## config.mk

```make
export PLATFORM = sky130hd
export DESIGN_NAME = regwr_arbiter
export DESIGN_NICKNAME = d
export VERILOG_FILES = /design/src/rtl/regwr_arbiter_pkg.sv /design/src/rtl/rr_arb2.sv /design/src/rtl/regwr_arbiter.sv
export SDC_FILE = /design/constraint.sdc
export NUM_CORES = 1
export LEC_CHECK = 0
export CAP_MARGIN = 15
export CELL_PAD_IN_SITES_DETAIL_PLACEMENT = 1
export CELL_PAD_IN_SITES_GLOBAL_PLACEMENT = 2
export CORE_MARGIN = 2
export CORE_UTILIZATION = 18
export CTS_CLUSTER_DIAMETER = 150
export CTS_CLUSTER_SIZE = 28
export DETAILED_ROUTE_END_ITERATION = 10
export GPL_TIMING_DRIVEN = 1
export HOLD_SLACK_MARGIN = 0.05
export PLACE_DENSITY_LB_ADDON = 0.2
export RECOVER_POWER = 50
export SLEW_MARGIN = 5
export SYNTH_ARGS = -nofsm -noshare
export SYNTH_HDL_FRONTEND = slang
export SYNTH_HIERARCHICAL = 1
export SYNTH_SLANG_ARGS = --single-unit
```

## constraint.sdc

```tcl
create_clock -name i_clk -period 2 [get_ports i_clk]
set_input_delay 0.2 -clock i_clk [delete_from_list [all_inputs] [get_ports i_clk]]
set_output_delay 0.2 -clock i_clk [all_outputs]
set_load 0.1 [all_outputs]
```

## src/rtl/regwr_arbiter_pkg.sv

```systemverilog
// Shared widths, default burst length and types for the register-file write
// arbiter. Imported by rr_arb2 and regwr_arbiter.
package regwr_arbiter_pkg;

    localparam int WORD_W        = 16;
    localparam int REG_IDX_W     = 3;
    localparam int BURST_MAX_DEF = 4;

    // Burst ownership; doubles as the arbiter FSM state.
    typedef enum logic [1:0] {
        BST_IDLE = 2'd0,
        BST_A    = 2'd1,
        BST_B    = 2'd2
    } burst_state_e;

    // One write to the register file.
    typedef struct packed {
        logic [REG_IDX_W-1:0] dr;
        logic [WORD_W-1:0]    data;
    } wr_req_t;

endpackage

```

## src/rtl/rr_arb2.sv

```systemverilog
// Two-way round-robin arbiter with a locked-burst override.
//
//   state    | meaning
//   ---------+-------------------------------------------------------------
//   BST_IDLE | no burst; ties go to the requester not granted last
//   BST_A    | A owns a locked burst; A wins ties while r_cnt < BURST_MAX
//   BST_B    | B owns a locked burst; B wins ties while r_cnt < BURST_MAX
//
// r_cnt counts consecutive locked grants to the owner and saturates at
// BURST_MAX. Once saturated, a waiting peer wins the next tie through the
// round-robin pointer, because the owner was the last one granted.
module rr_arb2
    import regwr_arbiter_pkg::*;
#(
    parameter int BURST_MAX = BURST_MAX_DEF
) (
    input  logic i_clk,
    input  logic i_reset,
    input  logic i_a_valid,
    input  logic i_a_lock,
    input  logic i_b_valid,
    input  logic i_b_lock,
    output logic o_a_grant,
    output logic o_b_grant
);

    localparam int               CNT_W   = $clog2(BURST_MAX + 1);
    localparam logic [CNT_W-1:0] CNT_MAX = CNT_W'(BURST_MAX);
    localparam logic [CNT_W-1:0] CNT_ONE = CNT_W'(1);

    burst_state_e     r_state;
    burst_state_e     w_state_nxt;
    logic [CNT_W-1:0] r_cnt;
    logic [CNT_W-1:0] w_cnt_nxt;
    logic [CNT_W-1:0] w_cnt_inc;
    logic             r_last_b;
    logic             w_last_b_nxt;
    logic             w_hold_a;
    logic             w_hold_b;

    // State register: burst owner, burst length and round-robin pointer.
    always_ff @(posedge i_clk) begin
        if (!i_reset) begin
            r_state  <= BST_IDLE;
            r_cnt    <= '0;
            r_last_b <= 1'b1;
        end else begin
            r_state  <= w_state_nxt;
            r_cnt    <= w_cnt_nxt;
            r_last_b <= w_last_b_nxt;
        end
    end

    // Grant decode; no grant is issued while reset is asserted.
    always_comb begin
        w_hold_a  = (r_state == BST_A) && (r_cnt < CNT_MAX);
        w_hold_b  = (r_state == BST_B) && (r_cnt < CNT_MAX);
        o_a_grant = 1'b0;
        o_b_grant = 1'b0;
        if (i_reset) begin
            if (i_a_valid && !i_b_valid) begin
                o_a_grant = 1'b1;
            end else if (!i_a_valid && i_b_valid) begin
                o_b_grant = 1'b1;
            end else if (i_a_valid && i_b_valid) begin
                if (w_hold_a) begin
                    o_a_grant = 1'b1;
                end else if (w_hold_b) begin
                    o_b_grant = 1'b1;
                end else if (r_last_b) begin
                    o_a_grant = 1'b1;
                end else begin
                    o_b_grant = 1'b1;
                end
            end
        end
    end

    // Next state: a locked grant starts or extends a burst; anything else ends it.
    always_comb begin
        w_cnt_inc    = (r_cnt == CNT_MAX) ? CNT_MAX : (r_cnt + CNT_ONE);
        w_state_nxt  = BST_IDLE;
        w_cnt_nxt    = '0;
        w_last_b_nxt = r_last_b;
        if (o_a_grant) begin
            w_last_b_nxt = 1'b0;
            if (i_a_lock) begin
                w_state_nxt = BST_A;
                w_cnt_nxt   = (r_state == BST_A) ? w_cnt_inc : CNT_ONE;
            end
        end else if (o_b_grant) begin
            w_last_b_nxt = 1'b1;
            if (i_b_lock) begin
                w_state_nxt = BST_B;
                w_cnt_nxt   = (r_state == BST_B) ? w_cnt_inc : CNT_ONE;
            end
        end
    end

endmodule

```

## src/rtl/regwr_arbiter.sv

```systemverilog
// Register-file write-port arbiter between the ALU writeback (A) and the
// memory load path (B). The winning request is staged for one cycle and then
// driven onto regWE/DR/Buss.
// Optional build macro REGWR_FWD_EN: bypass the staged write onto the read
// ports when its destination matches sr1/sr2.
module regwr_arbiter
    import regwr_arbiter_pkg::*;
#(
    parameter int BURST_MAX = BURST_MAX_DEF
) (
    input  logic                 i_clk,
    input  logic                 i_reset,
    input  logic                 i_a_valid,
    input  logic                 i_a_lock,
    input  logic [REG_IDX_W-1:0] i_a_dr,
    input  logic [WORD_W-1:0]    i_a_data,
    output logic                 o_a_ready,
    input  logic                 i_b_valid,
    input  logic                 i_b_lock,
    input  logic [REG_IDX_W-1:0] i_b_dr,
    input  logic [WORD_W-1:0]    i_b_data,
    output logic                 o_b_ready,
    output logic                 o_regWE,
    output logic [REG_IDX_W-1:0] o_DR,
    output logic [WORD_W-1:0]    o_Buss,
    input  logic [REG_IDX_W-1:0] i_sr1,
    input  logic [REG_IDX_W-1:0] i_sr2,
    input  logic [WORD_W-1:0]    i_ra_in,
    input  logic [WORD_W-1:0]    i_rb_in,
    output logic [WORD_W-1:0]    o_ra_out,
    output logic [WORD_W-1:0]    o_rb_out
);

    logic    w_a_grant;
    logic    w_b_grant;
    logic    w_a_xfer;
    logic    w_b_xfer;
    wr_req_t w_req;
    wr_req_t r_stage;
    logic    r_we;

    rr_arb2 #(
        .BURST_MAX (BURST_MAX)
    ) u_rr_arb2 (
        .i_clk     (i_clk),
        .i_reset   (i_reset),
        .i_a_valid (i_a_valid),
        .i_a_lock  (i_a_lock),
        .i_b_valid (i_b_valid),
        .i_b_lock  (i_b_lock),
        .o_a_grant (w_a_grant),
        .o_b_grant (w_b_grant)
    );

    assign o_a_ready = w_a_grant;
    assign o_b_ready = w_b_grant;

    // Select the request that transfers this cycle.
    always_comb begin
        w_a_xfer = i_a_valid & w_a_grant;
        w_b_xfer = i_b_valid & w_b_grant;
        if (w_a_xfer) begin
            w_req = '{dr: i_a_dr, data: i_a_data};
        end else begin
            w_req = '{dr: i_b_dr, data: i_b_data};
        end
    end

    // Stage the accepted write for the next cycle; DR/Buss hold when idle.
    always_ff @(posedge i_clk) begin
        if (!i_reset) begin
            r_we    <= 1'b0;
            r_stage <= '0;
        end else begin
            r_we <= w_a_xfer | w_b_xfer;
            if (w_a_xfer | w_b_xfer) begin
                r_stage <= w_req;
            end
        end
    end

    // A staged write is killed in the same cycle reset arrives, so it never
    // reaches the register file.
    assign o_regWE = r_we & i_reset;
    assign o_DR    = r_stage.dr;
    assign o_Buss  = r_stage.data;

`ifdef REGWR_FWD_EN
    // Bypass the write in flight onto the read ports on an address match.
    always_comb begin
        o_ra_out = (o_regWE && (o_DR == i_sr1)) ? o_Buss : i_ra_in;
        o_rb_out = (o_regWE && (o_DR == i_sr2)) ? o_Buss : i_rb_in;
    end
`else
    logic w_unused_sr;
    assign w_unused_sr = ^{i_sr1, i_sr2};

    // Read data passes straight through.
    always_comb begin
        o_ra_out = i_ra_in;
        o_rb_out = i_rb_in;
    end
`endif

endmodule

```

== After elaboration in Yosys (flattened, before gate mapping) ==
Index checks and enable logic that the tools add are counted.
Widths: inputs -> output; s select.
Storage, ports and cells
  register bits after elaboration: 26
  latch bits: 0
  RAM bits: 0
  bits in read-only memories: 0
  input bits: 82
  output and inout port bits: 54
  word-level logic and storage cells: 51
  memories: 0
Cells by class
  add/subtract/negate cells: 1
  multipliers: 0
  divide/modulo/power cells: 0
  order comparisons: 1
  equal/unequal tests: 3
  shifts and indexed selects: 0
  multiplexer cells: 28
  bitwise gates (word level): 4
  reduce and logical (&&, ||, !) cells: 8
Operator list (count)
  $mux 3: 7
  $mux 19: 1
  $mux 1: 17
  $mux 2: 3
  $logic_and 1x1->1: 5
  $add 3x1->3 const B: 1
  $and 1x1->1: 3
  $eq 3x3->1 const B: 1
  $lt 3x3->1 const B: 1
  $eq 2x1->1 const B: 1
  $eq 2x2->1 const B: 1
  $logic_not 1->1: 2
  $reduce_bool 2->1: 1
  $or 1x1->1: 1

== Logic depth before layout (Yosys ltp) ==
Gate-level depths: netlist of run 1.
  word-level depth: 10
  depth in mapped cells: 8
  gate-level depth less buffers: 6

== Modules after synthesis ==
Netlist of run 1, hierarchy kept.
Modules (own cells, without submodules)
  regwr_arbiter: times used 1, cells an instance 151, area each 1471.4 µm², sequential area each 400.4 µm²
  rr_arb2: times used 1, cells an instance 44, area each 369.1 µm², sequential area each 120.1 µm²

== Worst setup path after synthesis of run 1 ==
Ideal clock, no wire load.
  path kind: reg2reg
  start: register u_rr_arb2.r_cnt[2]
  end: register r_stage, in the netlist o_Buss[10]
  library setup time: 0.122 ns
  data arrival time: 2.406 ns
  data required time: 1.878 ns
  setup slack: -0.528 ns
  stages on the path, launching flop included: 8
  path buffers: 1
  clock period less this slack: 2.528 ns
  cell sequence: dfxtp_1 and2b_4 o22ai_1 nand2_1 and3_1 a22oi_4 buf_6 o311a_1
Between the ends
  longest elaborated chain between the ends: 10
  elaborated cells between the ends (all ways): 19
  classes of those cells: order compare (1); mux (13); bitwise (3); reduce/logical (2)
Ends and longest elaborated chain
  start: declaration: RTL line rr_arb2.sv:33  | logic [CNT_W-1:0] r_cnt;
  start signal: assignment: RTL line rr_arb2.sv:49  | r_cnt <= w_cnt_nxt;
  $lt 3x3->1 (*): RTL line rr_arb2.sv:56, rr_arb2.sv:57
  $logic_and 1x1->1: RTL line rr_arb2.sv:57  | w_hold_b = (r_state == BST_B) && (r_cnt < CNT_MAX);
  $mux 1: RTL line rr_arb2.sv:68  | end else if (w_hold_b) begin
  $mux 1 (*): RTL line rr_arb2.sv:66  | if (w_hold_a) begin
  $mux 1 (*): RTL line rr_arb2.sv:65  | end else if (i_a_valid && i_b_valid) begin
  $mux 1 (*): RTL line rr_arb2.sv:63  | end else if (!i_a_valid && i_b_valid) begin
  $mux 1 (*): RTL line rr_arb2.sv:61  | if (i_a_valid && !i_b_valid) begin
  $mux 1 (*): RTL line rr_arb2.sv:60  | if (i_reset) begin
  net o_a_ready: RTL line regwr_arbiter.sv:17  | output logic o_a_ready,
  $and 1x1->1 (*): RTL line regwr_arbiter.sv:60  | w_a_xfer = i_a_valid & w_a_grant;
  $mux 19 / $or 1x1->1 (equally long branches): RTL line regwr_arbiter.sv:62, regwr_arbiter.sv:76
  end signal: assignment: RTL line regwr_arbiter.sv:77  | r_stage <= w_req;
  end: declaration: RTL line regwr_arbiter.sv:39  | wr_req_t r_stage;
Mark *: on every way through the listed nets, which the timed path passes. The rest lies on a longest branch.
A chain may end at the register's enable or synchronous reset.

== Final worst setup path of run 1 ==
  start: register u_rr_arb2.r_state[0]
  end: register r_stage, in the netlist o_Buss[0]
Between the ends
  longest elaborated chain between the ends: 10
  elaborated cells between the ends (all ways): 20
  classes of those cells: eq/ne (2); mux (13); bitwise (3); reduce/logical (2)
Ends and longest elaborated chain
  start: declaration: RTL line rr_arb2.sv:31  | burst_state_e r_state;
  start signal: assignment: RTL line rr_arb2.sv:48  | r_state <= w_state_nxt;
  $eq 2x2->1: RTL line rr_arb2.sv:57
  $logic_and 1x1->1: RTL line rr_arb2.sv:57
  $mux 1: RTL line rr_arb2.sv:68
  $mux 1: RTL line rr_arb2.sv:66
  $mux 1: RTL line rr_arb2.sv:65
  $mux 1: RTL line rr_arb2.sv:63
  $mux 1: RTL line rr_arb2.sv:61
  $mux 1: RTL line rr_arb2.sv:60
  $and 1x1->1 (on tied branches): RTL line regwr_arbiter.sv:60, regwr_arbiter.sv:61
  $mux 19 / $or 1x1->1 (equally long branches): RTL line regwr_arbiter.sv:62, regwr_arbiter.sv:76
Several ways; a longest one is shown, not always the timed one.

==> results of run 1 <==
-- how the worst max path moves through the flow --
stage,startpoint,endpoint,slack (ps)
6_report,u_rr_arb2/r_state[0],o_Buss[0],150
3_3_place_gp,i_reset,o_DR[1],130
3_5_place_dp,i_b_valid,o_Buss[0],100
5_1_grt,u_rr_arb2/r_state[0],o_DR[1],20
2_1_floorplan,u_rr_arb2/r_cnt[2],o_Buss[2],60
4_1_cts,u_rr_arb2/r_cnt[2],o_Buss[0],130
-- power by group --
part	switching [mW]	leakage, nW	internal, mW
combinational	0.388	0.766	0.232
clock	0.179	0.0357	0.268
sequential	0.0217	0.213	0.553
total	0.589	1.02	1.05
-- registers in the layout, indices dropped and copies added (netlist names) --
register,flops
u_rr_arb2/r_last_b,1
u_rr_arb2/r_cnt,3
o_Buss,16
u_rr_arb2/r_state,2
o_DR,3
r_we,1
-- routing by layer --
metal,track usage,share of wire
met1,0.1393,0.47
met4,0.02762,0.0070
met3,0.02059,0.051
met2,0.1651,0.47
met5,0,0
-- kinds of logic (layout without fill, tap and decap cells) --
family,count (synthesis),after routing,synth area share
compound gates,66,66,0.3406
fa+ha+maj,2,2,0.01359
buf+inv,54,87,0.2121
flops,26,26,0.2828
simple gates,47,47,0.1509
-- worst max-delay path: cells and delay by family (launching register included) --
family | cells | cell delay (ps)
AO/OA/AOI/OAI | 4 | 770
flip-flops | 1 | 370
AND/OR/NAND/NOR | 2 | 400
buffers and inverters | 1 | 200
-- cell type report --
type	count	area, sq um
Clock buffer	3	41.29
Timing Repair Buffer	80	759.5
Clock inverter	1	30.03
Inverter	3	11.26
Fill cell	1135	7396
Multi-Input combinational cell	115	939.7
Sequential cell	26	520.5
Tap cell	133	166.4
-- per-stage QoR --
stage / power [mW] / worst slack, ps / hold WS, ps / std cells
global route: 1.734 / 18.54 / 286.0 / 361
CTS: 1.693 / 134.0 / 271.2 / 361
detailed placement: 1.220 / 103.5 / 400.7 / 357
global placement: 1.219 / 133.0 / 400.7 / 357
finish: 1.642 / 151.0 / 276.8 / 361
floorplan: 1.308 / 63.02 / 288.9 / 195
-- synthesized netlist by cell type, drive strengths merged --
master and count:
and2b 1, a22o 2, and4 1, a21boi 19, clkbuf 4, nand3 1, o32a 1, and2 2
o311a 19, nor2b 1, dfxtp 26, o22ai 1, nand2 6, o211ai 1, nor3b 1, nor2 6
nand3b 2, a221o 18, nand2b 2, inv 3, o221ai 2, ha 2, nor3 3, a22oi 1
a21oi 1, o21a 1, dlymetal6s2s 2, and3 21, buf 45
==> impl_results.md, run 1 <==
- Crit path max fanout: 12
- RSZ-0062 raised after global routing: no
- Final Skew: 9.094 ps
- Final period utilization: 0.9245
- N_diodes: 0
- CTS tree: yes
- Pleak: 1.015 nW
- Total Wirelength: 5708 microns
- DIE AREA: 11050 sq um
- Worst EP arrival: 2020 ps
- Post-route minimum period: 1849 ps
- CTS Root Cell: clkbuf_8
- Clock Latency Late Sink: 280 ps
- Nets@finish: 313
- Post-DP HPWL: 4091 microns
- Slowest CP cell: dfxtp_1
- Rows: 36
- Fin area: 2469 sq um
- Largest net degree at the start of global routing: 59
- Tot GR Track Use: 0.1027
- H-tree depth: 1
- Crit-path cells: o21a_1, o22ai_1, nand2_1, and3_4, a22oi_4, buf_4, o311a_1
- Synth Area per Inst: 9.439 sq um
- Peak supply drop: 0.2122 mV
- Worst-case clock buffer depth: 2
- Post-route ant nets: 0
- MaxCap Viol Count: 0
- I/O Buffers: 65
- Area leader, netlist: dfxtp_1
- Residual DRC: 0
- Flops & latches, synth: 26
- First-pass GRT wire length: 9149 microns
- Clock sinks: 26
- CP startpoint kind: flip-flop
- Worst Path Class, Setup: flip-flop to flip-flop
- Largest cells by area after synthesis: dfxtp_1 28%, buf_4 13%, o311a_1 10%, a21boi_0 7.3%, and3_1 6.5%
- Post-place instance area: 2416 sq um
- Most frequent cells in the layout: 42 x clkdlybuf4s50_1, 26 x dfxtp_1, 24 x buf_4, 19 x o311a_1, 18 x a21boi_0
- Core ar.: 9864 sq um
- Top-Level Pins: 136
- Final hold vios: 0
- Post-CTS sizing: 0
- Tightest Pin Transition: 1160 ps
- Vias in the first global route: 1693
- Detail-routed via count per cell: 4.501
- Mapped Cells: 195
- Area growth, synth to finish: 34.13%
- Yosys warns: 6
- Fmax: 540.8 MHz
- Ratio of cells with drive above 1 in the final layout: 0.2588
- Setup Buffers After CTS: 0
- Initial Utilization: 0.1866
- Status: finished, final reports clean
- GRT Residual Overflow: 0
- Reg2reg end: o_Buss[0]
- Setup_tns: 0 ps
- Max incr delay on CP: 370 ps
- Final slew viol count: 0
- Die width: 105.1 microns
- Part of the Yosys area used for sequential elements: 0.2828
- Crit path required time: 2170 ps
- Hold depth: 3
- Post-synthesis cell area: 1841 sq um
- Min-Delay Endpoint: u_rr_arb2/r_state[0]
- Endpoints failing setup: 0
- Initial antenna violation count: 0
- Detailed Route Iter0 Violations: 48
- HP Class: input port to flip-flop
- Slew headroom: 0.2300
- R2R cell count: 7
- Reg2reg start: u_rr_arb2/r_state[0]
- Drt pass-1 iters: 4
- Yosys cell types: 36
- Avg WL per Cell: 15.81 microns
- CTS Hold Bufs: 0
- Critical path capture point type: flip-flop
- Synthesized Nets: 279
- Flop2flop setup slack: 150 ps
- Clock transition at the registers of the reported paths: 100 ps
- Power density over the cells: 665.2 nW/um^2
- Most common library cell in the layout ignoring fill and taps: clkdlybuf4s50_1
- Area fraction of the dominant cell type after synthesis: 0.2828
- Routed via count: 1625
- Die Y: 105.1 microns
- Cts bufs inserted: 3
- Hold path startpoint: i_a_valid
- Gpl congestion: 0.6929
- Fin util: 0.2503
Power figures use the tool's default switching activity.
==> inputs of run 2 (changes only) <==
- ABC_AREA: unset -> 1
- CORE_UTILIZATION: 18 -> 15
- SYNTH_HIERARCHICAL: 1 -> unset
==> run 2 against run 1 <==
  * Final area is 8.3% lower
  * Clock power increased by 2%
  * Core utilization is 4.1 points lower
  * Largest cell class is now non-clock buffers
  * Largest power group unchanged
  * Wire length decreased by 6.8%
  * Worst hold slack improved by 120 ps
  * Global-route usage is 1.1 points lower
  * Register-to-register slack improved by 440 ps
==> impl_results.md, run 2 <==
- Reg2reg start: u_rr_arb2.r_state[0]
- Die width: 108.8 microns (+3.5%)
- Min-Delay Endpoint: o_ra_out[10]
- Final period utilization: 0.8319 (-0.09254)
- Simple-gate share of the synthesized area: 0.2926 (+0.1416)
- DIE AREA: 11830 sq um (+7.1%)
- Clock Latency Late Sink: 280 ps (about the same)
- Post-synth top cells: 53 x nand2_1, 41 x nand3_1, 37 x buf_4
- Vias in the first global route: 1617 (-4.5%)
- Cts bufs inserted: 3 (unchanged)
- Initial Utilization: 0.1526 (-0.03402)
- Final slew viol count: 0 (unchanged)
- Most common library cell in the layout ignoring fill and taps: nand2_1
- Hold slack final: 400.0 ps (+123.2 ps)
- Pleak: 1.088 nW (+7.1%)
- Slew headroom: 0.6293 (+0.3993)
- Setup Buffers After CTS: 0 (unchanged)
- Number of synthesized flops with an enable pin: 0 (unchanged)
- Fin area: 2263 sq um (-8.3%)
- Fin worst setup slack: 336.1 ps (+185.1 ps)
- Rows: 38 (+5.6%)
- Area leader, netlist: dfxtp_1
- R2R cell count: 10 (+3)
- Initial antenna violation count: 0 (unchanged)
- N_diodes: 0 (unchanged)
- Yosys warns: 0 (-6)
- Tightest Pin Transition: 558.4 ps (-601.2 ps)
- I/O Buffers: 65 (unchanged)
- Reg2reg end: o_DR[0]
- Final Skew: 3.825 ps (-5.269 ps)
- Fmax: 601.0 MHz (+11%)
- Core ar.: 10790 sq um (+9.4%)
- Top FF cell, synth: dfxtp_1
- Flop2flop setup slack: 590 ps (+440 ps)
- Worst Path Class, Setup: flip-flop to primary output
- Setup_tns: 0 ps (unchanged)
- Area fraction of the dominant cell type after synthesis: 0.3161 (+0.03331)
- Endpoints failing setup: 0 (unchanged)
- Largest net degree at the start of global routing: 27 (-54%)
- Gpl congestion: 0.7330 (+5.8%)
- Count leader, synth: nand2_1
- Tot GR Track Use: 0.09142 (-0.01129)
- Yosys cell types: 24 (-33%)
- CTS Root Cell: clkbuf_8
- Synth Area in Adders: 0.01520 (+0.001601)
- Synth Area in Compound Gates: 0.1064 (-0.2342)
- Nets@finish: 353 (+13%)
- MaxCap Viol Count: 0 (unchanged)
- Hold path startpoint: i_ra_in[10]
- Drt pass-1 iters: 2 (-2)
- Residual DRC: 0 (unchanged)
- Peak supply drop: 0.1975 mV (-7.0%)
- GRT Residual Overflow: 0 (unchanged)
- Status: finished, final reports clean
- CP startpoint: u_rr_arb2.r_state[0]
- Post-place instance area: 2211 sq um (-8.5%)
- Layout fillers: 1283 (+13%)
- CTS Hold Bufs: 0 (unchanged)
- Clock transition at the registers of the reported paths: 100 ps (about the same)
- Pre-CTS WS: 394.5 ps (+291.0 ps)
- RSZ-0062 raised after global routing: no
- Final hold vios: 0 (unchanged)
- First-pass GRT wire length: 8176 microns (-11%)
- Crit path max fanout: 6 (-6)
- Worst-case clock buffer depth: 2 (unchanged)
- Worst EP arrival: 1460 ps (-560 ps)
- Detailed Route Iter0 Violations: 25 (-48%)
- Synth Area per Inst: 7.007 sq um (-26%)
- Synthesized Nets: 319 (+14%)
- Total Wirelength: 5321 microns (-6.8%)
- Detail-routed via count per cell: 3.679 (-18%)
- Mux cell area share after synthesis: 0 (unchanged)
- HP Class: input port to primary output
- Top-Level Pins: 136 (unchanged)
- Part of the Yosys area used for sequential elements: 0.3161 (+0.03331)
- Routed via count: 1501 (-7.6%)
- Crit path required time: 1800 ps (-370 ps)
- Post-synthesis cell area: 1647 sq um (-11%)
- Die Y: 108.8 microns (+3.5%)
- Async S/R FF share, synth: 0 (unchanged)
- Final Total Pwr: 1.613 mW (-1.7%)
- Flops & latches, synth: 26 (unchanged)
- Most frequent cells in the layout: 53 x nand2_1, 42 x clkdlybuf4s50_1, 41 x nand3_1, 29 x inv_1, 26 x dfxtp_1
- Clock sinks: 26 (unchanged)
- Mapped Cells: 235 (+21%)
- Largest family of logic cells by synthesized area: simple AND/OR/NAND/NOR gates
- Avg WL per Cell: 13.04 microns (-18%)
- Critical path capture point type: primary output
- CTS tree: yes
- FF+latch area: 520.5 sq um (unchanged)
- Post-route ant nets: 0 (unchanged)
- H-tree depth: 1 (unchanged)
- Area growth, synth to finish: 37.46%
- CP startpoint kind: flip-flop
- Power density over the cells: 712.8 nW/um^2 (+7.2%)
- Hold depth: 0 (-3)
- Ratio of cells with drive above 1 in the final layout: 0.1679 (-0.09086)
- Max reg flops: 16 (unchanged)
- Post-DP HPWL: 3906 microns (-4.5%)
- Post-Synth XOR/XNOR Area: 0 (unchanged)
- Post-route minimum period: 1664 ps (-185.1 ps)
- Multi-input logic area: 678.2 sq um (-28%)
- Largest cells by area after synthesis: dfxtp_1 32%, buf_4 17%, nand3_1 12%, nand2_1 12%, o21a_1 8.2%
- Post-CTS sizing: 0 (unchanged)
run 2: worst max path at each step:
stage / slack (ps) / to / depth (start not counted)
finish: 340 / o_a_ready / 7
global route: 200 / o_a_ready / 7
CTS: 290 / o_a_ready / 7
detailed placement: 390 / o_DR[0] / 10
global placement: 380 / o_DR[0] / 10
floorplan: 390 / o_a_ready / 8
run 2: layer usage:
metal,up-vias,track usage,part of all wire
met1,690,0.1149,0.46
met3,8,0.01793,0.052
met2,31,0.1478,0.46
met4,0,0.04762,0.028
li1,772,-,-
met5,-,0,0
run 2: layout make-up:
cell class                 instances  area share
timing repair buffer              73      0.3051
tap                              140     0.07739
inverter                          34     0.05638
multi-input combinational        131      0.2996
clock inverter                     1     0.01327
clock buffer                       3     0.01824
sequential                        26      0.2300
run 2: worst max-delay path: stages (launching register included):
cell and delay (ps):
dfxtp_1 320, inv_1 70, nand2_1 90, o21ai_1 170, nand2_2 120, nand2_2 150, inv_1 100, buf_12 170
run 2: cells by family (layout without fill, tap and decap cells):
group | after synthesis | after routing
AOI/OAI and AO/OA | 24 | 24
DFF | 26 | 26
and+or+nand+nor | 105 | 105
adders and majority gates | 2 | 2
buffers and inverters | 78 | 111
run 2: where the power goes:
group / switching, mW / leakage (nW) / internal, mW / total [mW]
sequential: 0.0189 / 0.215 / 0.555 / 0.574
combinational: 0.394 / 0.837 / 0.191 / 0.585
clock: 0.187 / 0.0357 / 0.268 / 0.455
total: 0.599 / 1.09 / 1.01 / 1.61
run 2: metrics by stage:
step	utilization	cells
6_report	0.2097	408
5_1_grt	0.2097	408
4_1_cts	0.2115	408
3_5_place_dp	0.2048	404
3_3_place_gp	0.2048	404
2_1_floorplan	-	235
